### config.mk
export PLATFORM = sky130hd
export DESIGN_NAME = instruction_decode_stage_flat
export DESIGN_NICKNAME = d
export VERILOG_FILES = /design/src/rtl/instruction_decode_stage_pkg.sv /design/src/rtl/instruction_decode_stage_if.sv /design/src/rtl/instruction_decode_stage_immediate_unit.sv /design/src/rtl/instruction_decode_stage.sv /design/src/flat_wrapper.sv
export SDC_FILE = /design/constraint.sdc
export NUM_CORES = 1
export LEC_CHECK = 0
export ABC_AREA = 0
export CAP_MARGIN = 20
export CORE_UTILIZATION = 55
export CTS_BUF_LIST = sky130_fd_sc_hd__clkbuf_8
export CTS_CLUSTER_DIAMETER = 100
export DETAILED_ROUTE_END_ITERATION = 8
export PLACE_DENSITY = 0.92
export SETUP_SLACK_MARGIN = 0.2
export SLEW_MARGIN = 20
export SYNTH_ARGS = -nofsm -noshare
export SYNTH_HDL_FRONTEND = slang
export SYNTH_SLANG_ARGS = --single-unit
### constraint.sdc
create_clock -name i_Clock -period 3.54 [get_ports i_Clock]
set_clock_uncertainty 0.15 [all_clocks]
set_input_delay 0.708 -clock i_Clock [delete_from_list [all_inputs] [get_ports i_Clock]]
set_output_delay 0.708 -clock i_Clock [all_outputs]
set_load 0.02 [all_outputs]
### src/rtl/instruction_decode_stage_pkg.sv
// Shared decode definitions: datapath width, immediate-format encodings, opcodes and the ID/EX entry.
// The entry carries an illegal flag only when DECODE_ILLEGAL_TRAP_EN is defined.
package instruction_decode_stage_pkg;

    localparam int XLEN          = 32;
    localparam int IMM_SEL_WIDTH = 2;

    typedef enum logic [IMM_SEL_WIDTH:0] {
        IMM_UNKNOWN_TYPE = 3'd0,
        IMM_I_TYPE       = 3'd1,
        IMM_S_TYPE       = 3'd2,
        IMM_B_TYPE       = 3'd3,
        IMM_U_TYPE       = 3'd4,
        IMM_J_TYPE       = 3'd5
    } imm_sel_e;

    localparam logic [6:0] OPC_LUI      = 7'b0110111;
    localparam logic [6:0] OPC_AUIPC    = 7'b0010111;
    localparam logic [6:0] OPC_JAL      = 7'b1101111;
    localparam logic [6:0] OPC_JALR     = 7'b1100111;
    localparam logic [6:0] OPC_LOAD     = 7'b0000011;
    localparam logic [6:0] OPC_OP_IMM   = 7'b0010011;
    localparam logic [6:0] OPC_MISC_MEM = 7'b0001111;
    localparam logic [6:0] OPC_SYSTEM   = 7'b1110011;
    localparam logic [6:0] OPC_STORE    = 7'b0100011;
    localparam logic [6:0] OPC_BRANCH   = 7'b1100011;
    localparam logic [6:0] OPC_OP       = 7'b0110011;

    typedef struct packed {
        logic [XLEN-1:0] pc;
        logic [XLEN-1:0] imm;
        imm_sel_e        sel;
        logic [6:0]      opcode;
        logic [4:0]      rd;
        logic [4:0]      rs1;
        logic [4:0]      rs2;
        logic [2:0]      funct3;
        logic [6:0]      funct7;
`ifdef DECODE_ILLEGAL_TRAP_EN
        logic            illegal;
`endif
    } id_entry_t;

    function automatic imm_sel_e opcode_to_sel(input logic [6:0] opc);
        imm_sel_e sel;
        case (opc)
            OPC_LUI, OPC_AUIPC:                                      sel = IMM_U_TYPE;
            OPC_JAL:                                                 sel = IMM_J_TYPE;
            OPC_JALR, OPC_LOAD, OPC_OP_IMM, OPC_MISC_MEM, OPC_SYSTEM: sel = IMM_I_TYPE;
            OPC_STORE:                                               sel = IMM_S_TYPE;
            OPC_BRANCH:                                              sel = IMM_B_TYPE;
            default:                                                 sel = IMM_UNKNOWN_TYPE;
        endcase
        return sel;
    endfunction

endpackage

### src/rtl/instruction_decode_stage_if.sv
// Fetch->decode->execute handshake bundle; the decode stage uses the slave modport.
// o_Illegal exists only when DECODE_ILLEGAL_TRAP_EN is defined.
interface instruction_decode_stage_if;
    import instruction_decode_stage_pkg::*;

    logic                   i_Valid;
    logic                   o_Ready;
    logic [XLEN-1:0]        i_Instruction;
    logic [XLEN-1:0]        i_PC;
    logic                   o_Valid;
    logic                   i_Ready;
    logic [XLEN-1:0]        o_PC;
    logic [XLEN-1:0]        o_Immediate;
    logic [IMM_SEL_WIDTH:0] o_Imm_Select;
    logic [6:0]             o_Opcode;
    logic [4:0]             o_Rd;
    logic [4:0]             o_Rs1;
    logic [4:0]             o_Rs2;
    logic [2:0]             o_Funct3;
    logic [6:0]             o_Funct7;
`ifdef DECODE_ILLEGAL_TRAP_EN
    logic                   o_Illegal;
`endif

    modport slave (
        input  i_Valid, i_Instruction, i_PC, i_Ready,
        output o_Ready, o_Valid, o_PC, o_Immediate, o_Imm_Select, o_Opcode,
               o_Rd, o_Rs1, o_Rs2, o_Funct3, o_Funct7
`ifdef DECODE_ILLEGAL_TRAP_EN
        , output o_Illegal
`endif
    );

    modport master (
        output i_Valid, i_Instruction, i_PC, i_Ready,
        input  o_Ready, o_Valid, o_PC, o_Immediate, o_Imm_Select, o_Opcode,
               o_Rd, o_Rs1, o_Rs2, o_Funct3, o_Funct7
`ifdef DECODE_ILLEGAL_TRAP_EN
        , input o_Illegal
`endif
    );

endinterface

### src/rtl/instruction_decode_stage_immediate_unit.sv
// Combinational RISC-V immediate former: selects the I/S/B/U/J layout of instr[31:7].
module immediate_unit
    import instruction_decode_stage_pkg::*;
(
    input  imm_sel_e        i_Imm_Select,
    input  logic [XLEN-1:7] i_Instr,
    output logic [XLEN-1:0] o_Immediate
);

    always_comb begin
        o_Immediate = '0;
        case (i_Imm_Select)
            IMM_I_TYPE: o_Immediate = {{20{i_Instr[31]}}, i_Instr[31:20]};
            IMM_S_TYPE: o_Immediate = {{20{i_Instr[31]}}, i_Instr[31:25], i_Instr[11:7]};
            IMM_B_TYPE: o_Immediate = {{19{i_Instr[31]}}, i_Instr[31], i_Instr[7],
                                       i_Instr[30:25], i_Instr[11:8], 1'b0};
            IMM_U_TYPE: o_Immediate = {i_Instr[31:12], 12'b0};
            IMM_J_TYPE: o_Immediate = {{11{i_Instr[31]}}, i_Instr[31], i_Instr[19:12],
                                       i_Instr[20], i_Instr[30:21], 1'b0};
            default:    o_Immediate = '0;
        endcase
    end

endmodule

### src/rtl/instruction_decode_stage.sv
// Decode stage: decodes fetch entries into the ID/EX register behind a 2-entry skid buffer.
// Optional illegal-instruction flag enabled by defining DECODE_ILLEGAL_TRAP_EN.
module instruction_decode_stage
    import instruction_decode_stage_pkg::*;
#(
    parameter logic [XLEN-1:0] RESET_PC = '0
) (
    input  logic                       i_Clock,
    input  logic                       i_Reset,
    input  logic                       i_Flush,
    instruction_decode_stage_if.slave  bus
);

    imm_sel_e        sel_c;
    logic [XLEN-1:0] imm_c;
    id_entry_t       in_c;
    id_entry_t       rst_entry;
    id_entry_t       main_q, main_d, skid_q, skid_d;
    logic            main_valid_q, main_valid_d;
    logic            skid_valid_q, skid_valid_d;
    logic            ready_q, ready_d;
    logic            accept, drain;

    assign sel_c = opcode_to_sel(bus.i_Instruction[6:0]);

    immediate_unit u_immediate_unit (
        .i_Imm_Select (sel_c),
        .i_Instr      (bus.i_Instruction[XLEN-1:7]),
        .o_Immediate  (imm_c)
    );

    always_comb begin
        in_c        = '0;
        in_c.pc     = bus.i_PC;
        in_c.imm    = imm_c;
        in_c.sel    = sel_c;
        in_c.opcode = bus.i_Instruction[6:0];
        in_c.rd     = bus.i_Instruction[11:7];
        in_c.rs1    = bus.i_Instruction[19:15];
        in_c.rs2    = bus.i_Instruction[24:20];
        in_c.funct3 = bus.i_Instruction[14:12];
        in_c.funct7 = bus.i_Instruction[31:25];
`ifdef DECODE_ILLEGAL_TRAP_EN
        // every listed opcode ends in 2'b11, so an unknown select also covers the low-bit check
        in_c.illegal = (bus.i_Instruction[1:0] != 2'b11) ||
                       ((sel_c == IMM_UNKNOWN_TYPE) && (bus.i_Instruction[6:0] != OPC_OP));
`endif
    end

    always_comb begin
        rst_entry    = '0;
        rst_entry.pc = RESET_PC;
    end

    assign accept = bus.i_Valid & ready_q;
    assign drain  = main_valid_q & bus.i_Ready;

    always_comb begin
        main_d       = main_q;
        main_valid_d = main_valid_q;
        skid_d       = skid_q;
        skid_valid_d = skid_valid_q;
        if (i_Flush) begin
            main_valid_d = 1'b0;
            skid_valid_d = 1'b0;
        end else if (drain || !main_valid_q) begin
            if (skid_valid_q) begin
                main_d       = skid_q;
                main_valid_d = 1'b1;
                skid_valid_d = accept;
                if (accept) skid_d = in_c;
            end else begin
                main_valid_d = accept;
                if (accept) main_d = in_c;
            end
        end else if (accept) begin
            skid_d       = in_c;
            skid_valid_d = 1'b1;
        end
        ready_d = !skid_valid_d;
    end

    always_ff @(posedge i_Clock) begin
        if (i_Reset) begin
            main_q       <= rst_entry;
            main_valid_q <= 1'b0;
            skid_q       <= '0;
            skid_valid_q <= 1'b0;
            ready_q      <= 1'b1;
        end else begin
            main_q       <= main_d;
            main_valid_q <= main_valid_d;
            skid_q       <= skid_d;
            skid_valid_q <= skid_valid_d;
            ready_q      <= ready_d;
        end
    end

    assign bus.o_Ready      = ready_q;
    assign bus.o_Valid      = main_valid_q;
    assign bus.o_PC         = main_q.pc;
    assign bus.o_Immediate  = main_q.imm;
    assign bus.o_Imm_Select = main_q.sel;
    assign bus.o_Opcode     = main_q.opcode;
    assign bus.o_Rd         = main_q.rd;
    assign bus.o_Rs1        = main_q.rs1;
    assign bus.o_Rs2        = main_q.rs2;
    assign bus.o_Funct3     = main_q.funct3;
    assign bus.o_Funct7     = main_q.funct7;
`ifdef DECODE_ILLEGAL_TRAP_EN
    assign bus.o_Illegal    = main_q.illegal;
`endif

endmodule
### src/flat_wrapper.sv
// flat-port wrapper written by rule: the top's interface ports become plain ports
module instruction_decode_stage_flat import instruction_decode_stage_pkg::*;
#(
    parameter logic [XLEN-1:0] RESET_PC = '0
)
  (i_Clock, i_Reset, i_Flush, bus_i_Valid, bus_i_Instruction, bus_i_PC, bus_i_Ready, bus_o_Ready, bus_o_Valid, bus_o_PC, bus_o_Immediate, bus_o_Imm_Select, bus_o_Opcode, bus_o_Rd, bus_o_Rs1, bus_o_Rs2, bus_o_Funct3, bus_o_Funct7);
  instruction_decode_stage_if bus_i ();
  input  logic i_Clock;
  input  logic i_Reset;
  input  logic i_Flush;
  input wire logic [$bits(bus_i.i_Valid)-1:0] bus_i_Valid;
  input wire logic [$bits(bus_i.i_Instruction)-1:0] bus_i_Instruction;
  input wire logic [$bits(bus_i.i_PC)-1:0] bus_i_PC;
  input wire logic [$bits(bus_i.i_Ready)-1:0] bus_i_Ready;
  output wire logic [$bits(bus_i.o_Ready)-1:0] bus_o_Ready;
  output wire logic [$bits(bus_i.o_Valid)-1:0] bus_o_Valid;
  output wire logic [$bits(bus_i.o_PC)-1:0] bus_o_PC;
  output wire logic [$bits(bus_i.o_Immediate)-1:0] bus_o_Immediate;
  output wire logic [$bits(bus_i.o_Imm_Select)-1:0] bus_o_Imm_Select;
  output wire logic [$bits(bus_i.o_Opcode)-1:0] bus_o_Opcode;
  output wire logic [$bits(bus_i.o_Rd)-1:0] bus_o_Rd;
  output wire logic [$bits(bus_i.o_Rs1)-1:0] bus_o_Rs1;
  output wire logic [$bits(bus_i.o_Rs2)-1:0] bus_o_Rs2;
  output wire logic [$bits(bus_i.o_Funct3)-1:0] bus_o_Funct3;
  output wire logic [$bits(bus_i.o_Funct7)-1:0] bus_o_Funct7;
  assign bus_i.i_Valid = bus_i_Valid;
  assign bus_i.i_Instruction = bus_i_Instruction;
  assign bus_i.i_PC = bus_i_PC;
  assign bus_i.i_Ready = bus_i_Ready;
  assign bus_o_Ready = bus_i.o_Ready;
  assign bus_o_Valid = bus_i.o_Valid;
  assign bus_o_PC = bus_i.o_PC;
  assign bus_o_Immediate = bus_i.o_Immediate;
  assign bus_o_Imm_Select = bus_i.o_Imm_Select;
  assign bus_o_Opcode = bus_i.o_Opcode;
  assign bus_o_Rd = bus_i.o_Rd;
  assign bus_o_Rs1 = bus_i.o_Rs1;
  assign bus_o_Rs2 = bus_i.o_Rs2;
  assign bus_o_Funct3 = bus_i.o_Funct3;
  assign bus_o_Funct7 = bus_i.o_Funct7;
  instruction_decode_stage #(.RESET_PC(RESET_PC)) u_core (.i_Clock(i_Clock), .i_Reset(i_Reset), .i_Flush(i_Flush), .bus(bus_i));
endmodule
==> impl_metrics.json <==
{
  "status": "finished, final reports clean",
  "worst_setup_path_end_kind": "register",
  "final_common_cell": "dfxtp_1",
  "io_pins": 170,
  "syn_area_sq_um": 8280,
  "diodes": 0,
  "track_usage": 0.271,
  "htreeDepth": 1,
  "clock-sinks": 201,
  "cts_tree": "done",
  "powerDensity_nw_per_um2": 461,
  "synth_top_cell_by_area": "dfxtp_1",
  "peakVddDrop_uv": 370,
  "dpl_worst_slack_ps": 240,
  "wl_per_cell_um": 16.4,
  "hold_viol_final": 0,
  "finalPower_mw": 4.90,
  "drive_gt1_frac": 0.0692,
  "crit_required_ps": 3820,
  "cts.path.max_buffers": 3,
  "wl_mm": 21.3,
  "core-area_sq_um": 14600,
  "cts-hold-fix-buffers": 0,
  "die_y_um": 125,
  "synthesis.instances": 958,
  "syn_nets": 1027,
  "ys_async_sr_fraction": 0,
  "synthTopCellsByArea": "dfxtp_1 (49%), a211oi_1 (7.9%), nand2_1 (7.5%)",
  "vias": 7443,
  "drt_iter0_drc": 628,
  "grt_pass1_wl_mm": 35.0,
  "maxCapViolCount": 0,
  "syn_area_per_cell_sq_um": 8.65,
  "period_minus_slack_ps": 2760,
  "synth.distinct_cells": 49,
  "start_util": 0.568,
  "grt_pass1_vias": 7161,
  "synth.top_cell.area_share": 0.486,
  "clk_latency_ps": 560,
  "drc": 0,
  "max_slew_margin": 0.497,
  "synth_edf_count": 0,
  "overflow": 0,
  "synth-seq-area-share": 0.486,
  "most-common-layout-cells": "dfxtp_1 (200), clkdlybuf4s50_1 (168), nand2_1 (165)",
  "cts_setup_buffers": 0,
  "yosys_warnings": 0,
  "clockRootBuffer": "clkbuf_8",
  "cp-start-kind": "input port",
  "die_w_um": 125,
  "hold_class": "reg -> reg",
  "via_per_inst": 5.74,
  "fp-row-count": 44,
  "dp_hpwl_mm": 13.6,
  "ys.flop_type": "dfxtp_1",
  "dr.pass1.iters": 5,
  "area_growth_pct": 28.5,
  "tightest_slew_ps": 753,
  "port_buffers": 169,
  "fin_nets": 1161,
  "grt_max_degree": 96,
  "die_area_sq_um": 15600,
  "path_max_fanout": 13,
  "power.leakage_nw": 3.47,
  "cp_slowest_cell": "clkdlybuf4s50_1",
  "place.gp.congestion": 0.849,
  "finish.utilization": 0.730,
  "worst_slack_ps": 779,
  "worstPathArrival_ps": 3040,
  "postRouteAntennaNets": 0,
  "crit_path_cell_trace": "clkdlybuf4s50_1 > or2_1 > a211o_1 > a21oi_4 > a22oi_1 > a2111oi_1",
  "path_clk_slew_ps": 60,
  "drv_slew": 0,
  "ys_seq_elements": 201,
  "rsz0062_at_grt": "no",
  "numCtsBuffers": 31,
  "grt_antenna_before_repair": 0,
  "crit_type": "in -> reg",
  "setup_viol": 0,
  "finalCritPeriodShare": 0.780,
  "cts_resized": 0,
  "fmax_mhz": 362,
  "max_stage_delay_ps": 620,
  "fin_tns_setup_ps": 0
}
[sequential cells by signal, indices dropped and copies added (netlist names)]
signal,cells
u_core.bus.o_Funct3,3
u_core.bus.o_Funct7,7
u_core.bus.o_Imm_Select,3
u_core.bus.o_Immediate,32
u_core.bus.o_Opcode,7
u_core.bus.o_PC,32
u_core.bus.o_Rd,5
u_core.bus.o_Ready,1
u_core.bus.o_Rs1,5
u_core.bus.o_Rs2,5
u_core.bus.o_Valid,1
u_core.skid_q,99
u_core.skid_valid_q,1
[worst paths after layout]
kind	start	end	slack [ps]	cells past startpoint
worst max register to register	u_core.skid_valid_q	u_core.bus.o_Immediate[14]	1170	5
worst max-delay path	bus_i_Instruction[2]	u_core.bus.o_Immediate[1]	780	6
worst min-delay path	u_core.skid_q[78]	u_core.skid_q[78]	300	2
worst min register to register	u_core.skid_q[78]	u_core.skid_q[78]	300	2
[per-stage QoR]
step	cell area (sq um)	hold WS, ps	cells
after floorplan	8280	283	958
after global placement	10000	291	1243
after detailed placement	10000	297	1243
after CTS	10600	306	1296
after global routing	10600	320	1296
final	10600	303	1296
[cell usage after synthesis, types with 2 or more instances]
cell type and n:
a22oi_1 3, dfxtp_1 201, nand3_1 4, a2111oi_1 10, and2_1 2, clkbuf_2 3
o21ai_0 6, a21oi_1 95, a311o_1 11, o211ai_1 7, nor2b_1 8, inv_1 15
mux2i_1 60, nor2_1 118, a211oi_1 87, o22ai_1 3, nor4_4 2, and3_1 2
a22oi_2 2, a221oi_1 11, clkbuf_1 47, nand2_1 165, a211o_1 3, a31oi_1 2
nand3b_1 2, nor3_1 14, nor3b_1 13, or2_1 2, a2111oi_2 2, nand2b_1 3
buf_1 4, o21bai_1 2, buf_2 33
[final cells by class]
class	count	area, sq um
Sequential cell	201	4030
Fill cell	1049	3950
Multi-Input combinational cell	653	3830
Timing Repair Buffer	189	1890
Clock buffer	39	537
Tap cell	184	230
Clock inverter	14	61.3
Inverter	16	60.1
[where the power goes]
group	internal [mW]	switching, mW
Combinational	0.300	0.361
Clock	0.981	0.864
Sequential	2.35	0.0492
[critical path: cells and delay by family]
family / cells / cell delay (ps)
AND/OR/NAND/NOR: 1 / 390
buffers and inverters: 1 / 620
AO/OA/AOI/OAI: 4 / 1310
[logic make-up after synthesis]
logic type,after synthesis,share of synthesized area
xor+xnor,1,0.00106
fa+ha+maj,1,0.00121
compound gates,249,0.208
buf+inv,104,0.0535
mux,60,0.0725
flops,201,0.486
simple gates,342,0.178
[per-layer routing]
metal,part of all wire,track usage,vias to the layer above
li1,-,-,3634
met1,0.41,0.332,3491
met2,0.49,0.454,257
met3,0.065,0.0515,61
met4,0.035,0.133,0
met5,0,0,-
(Power assumes the default switching activity.)
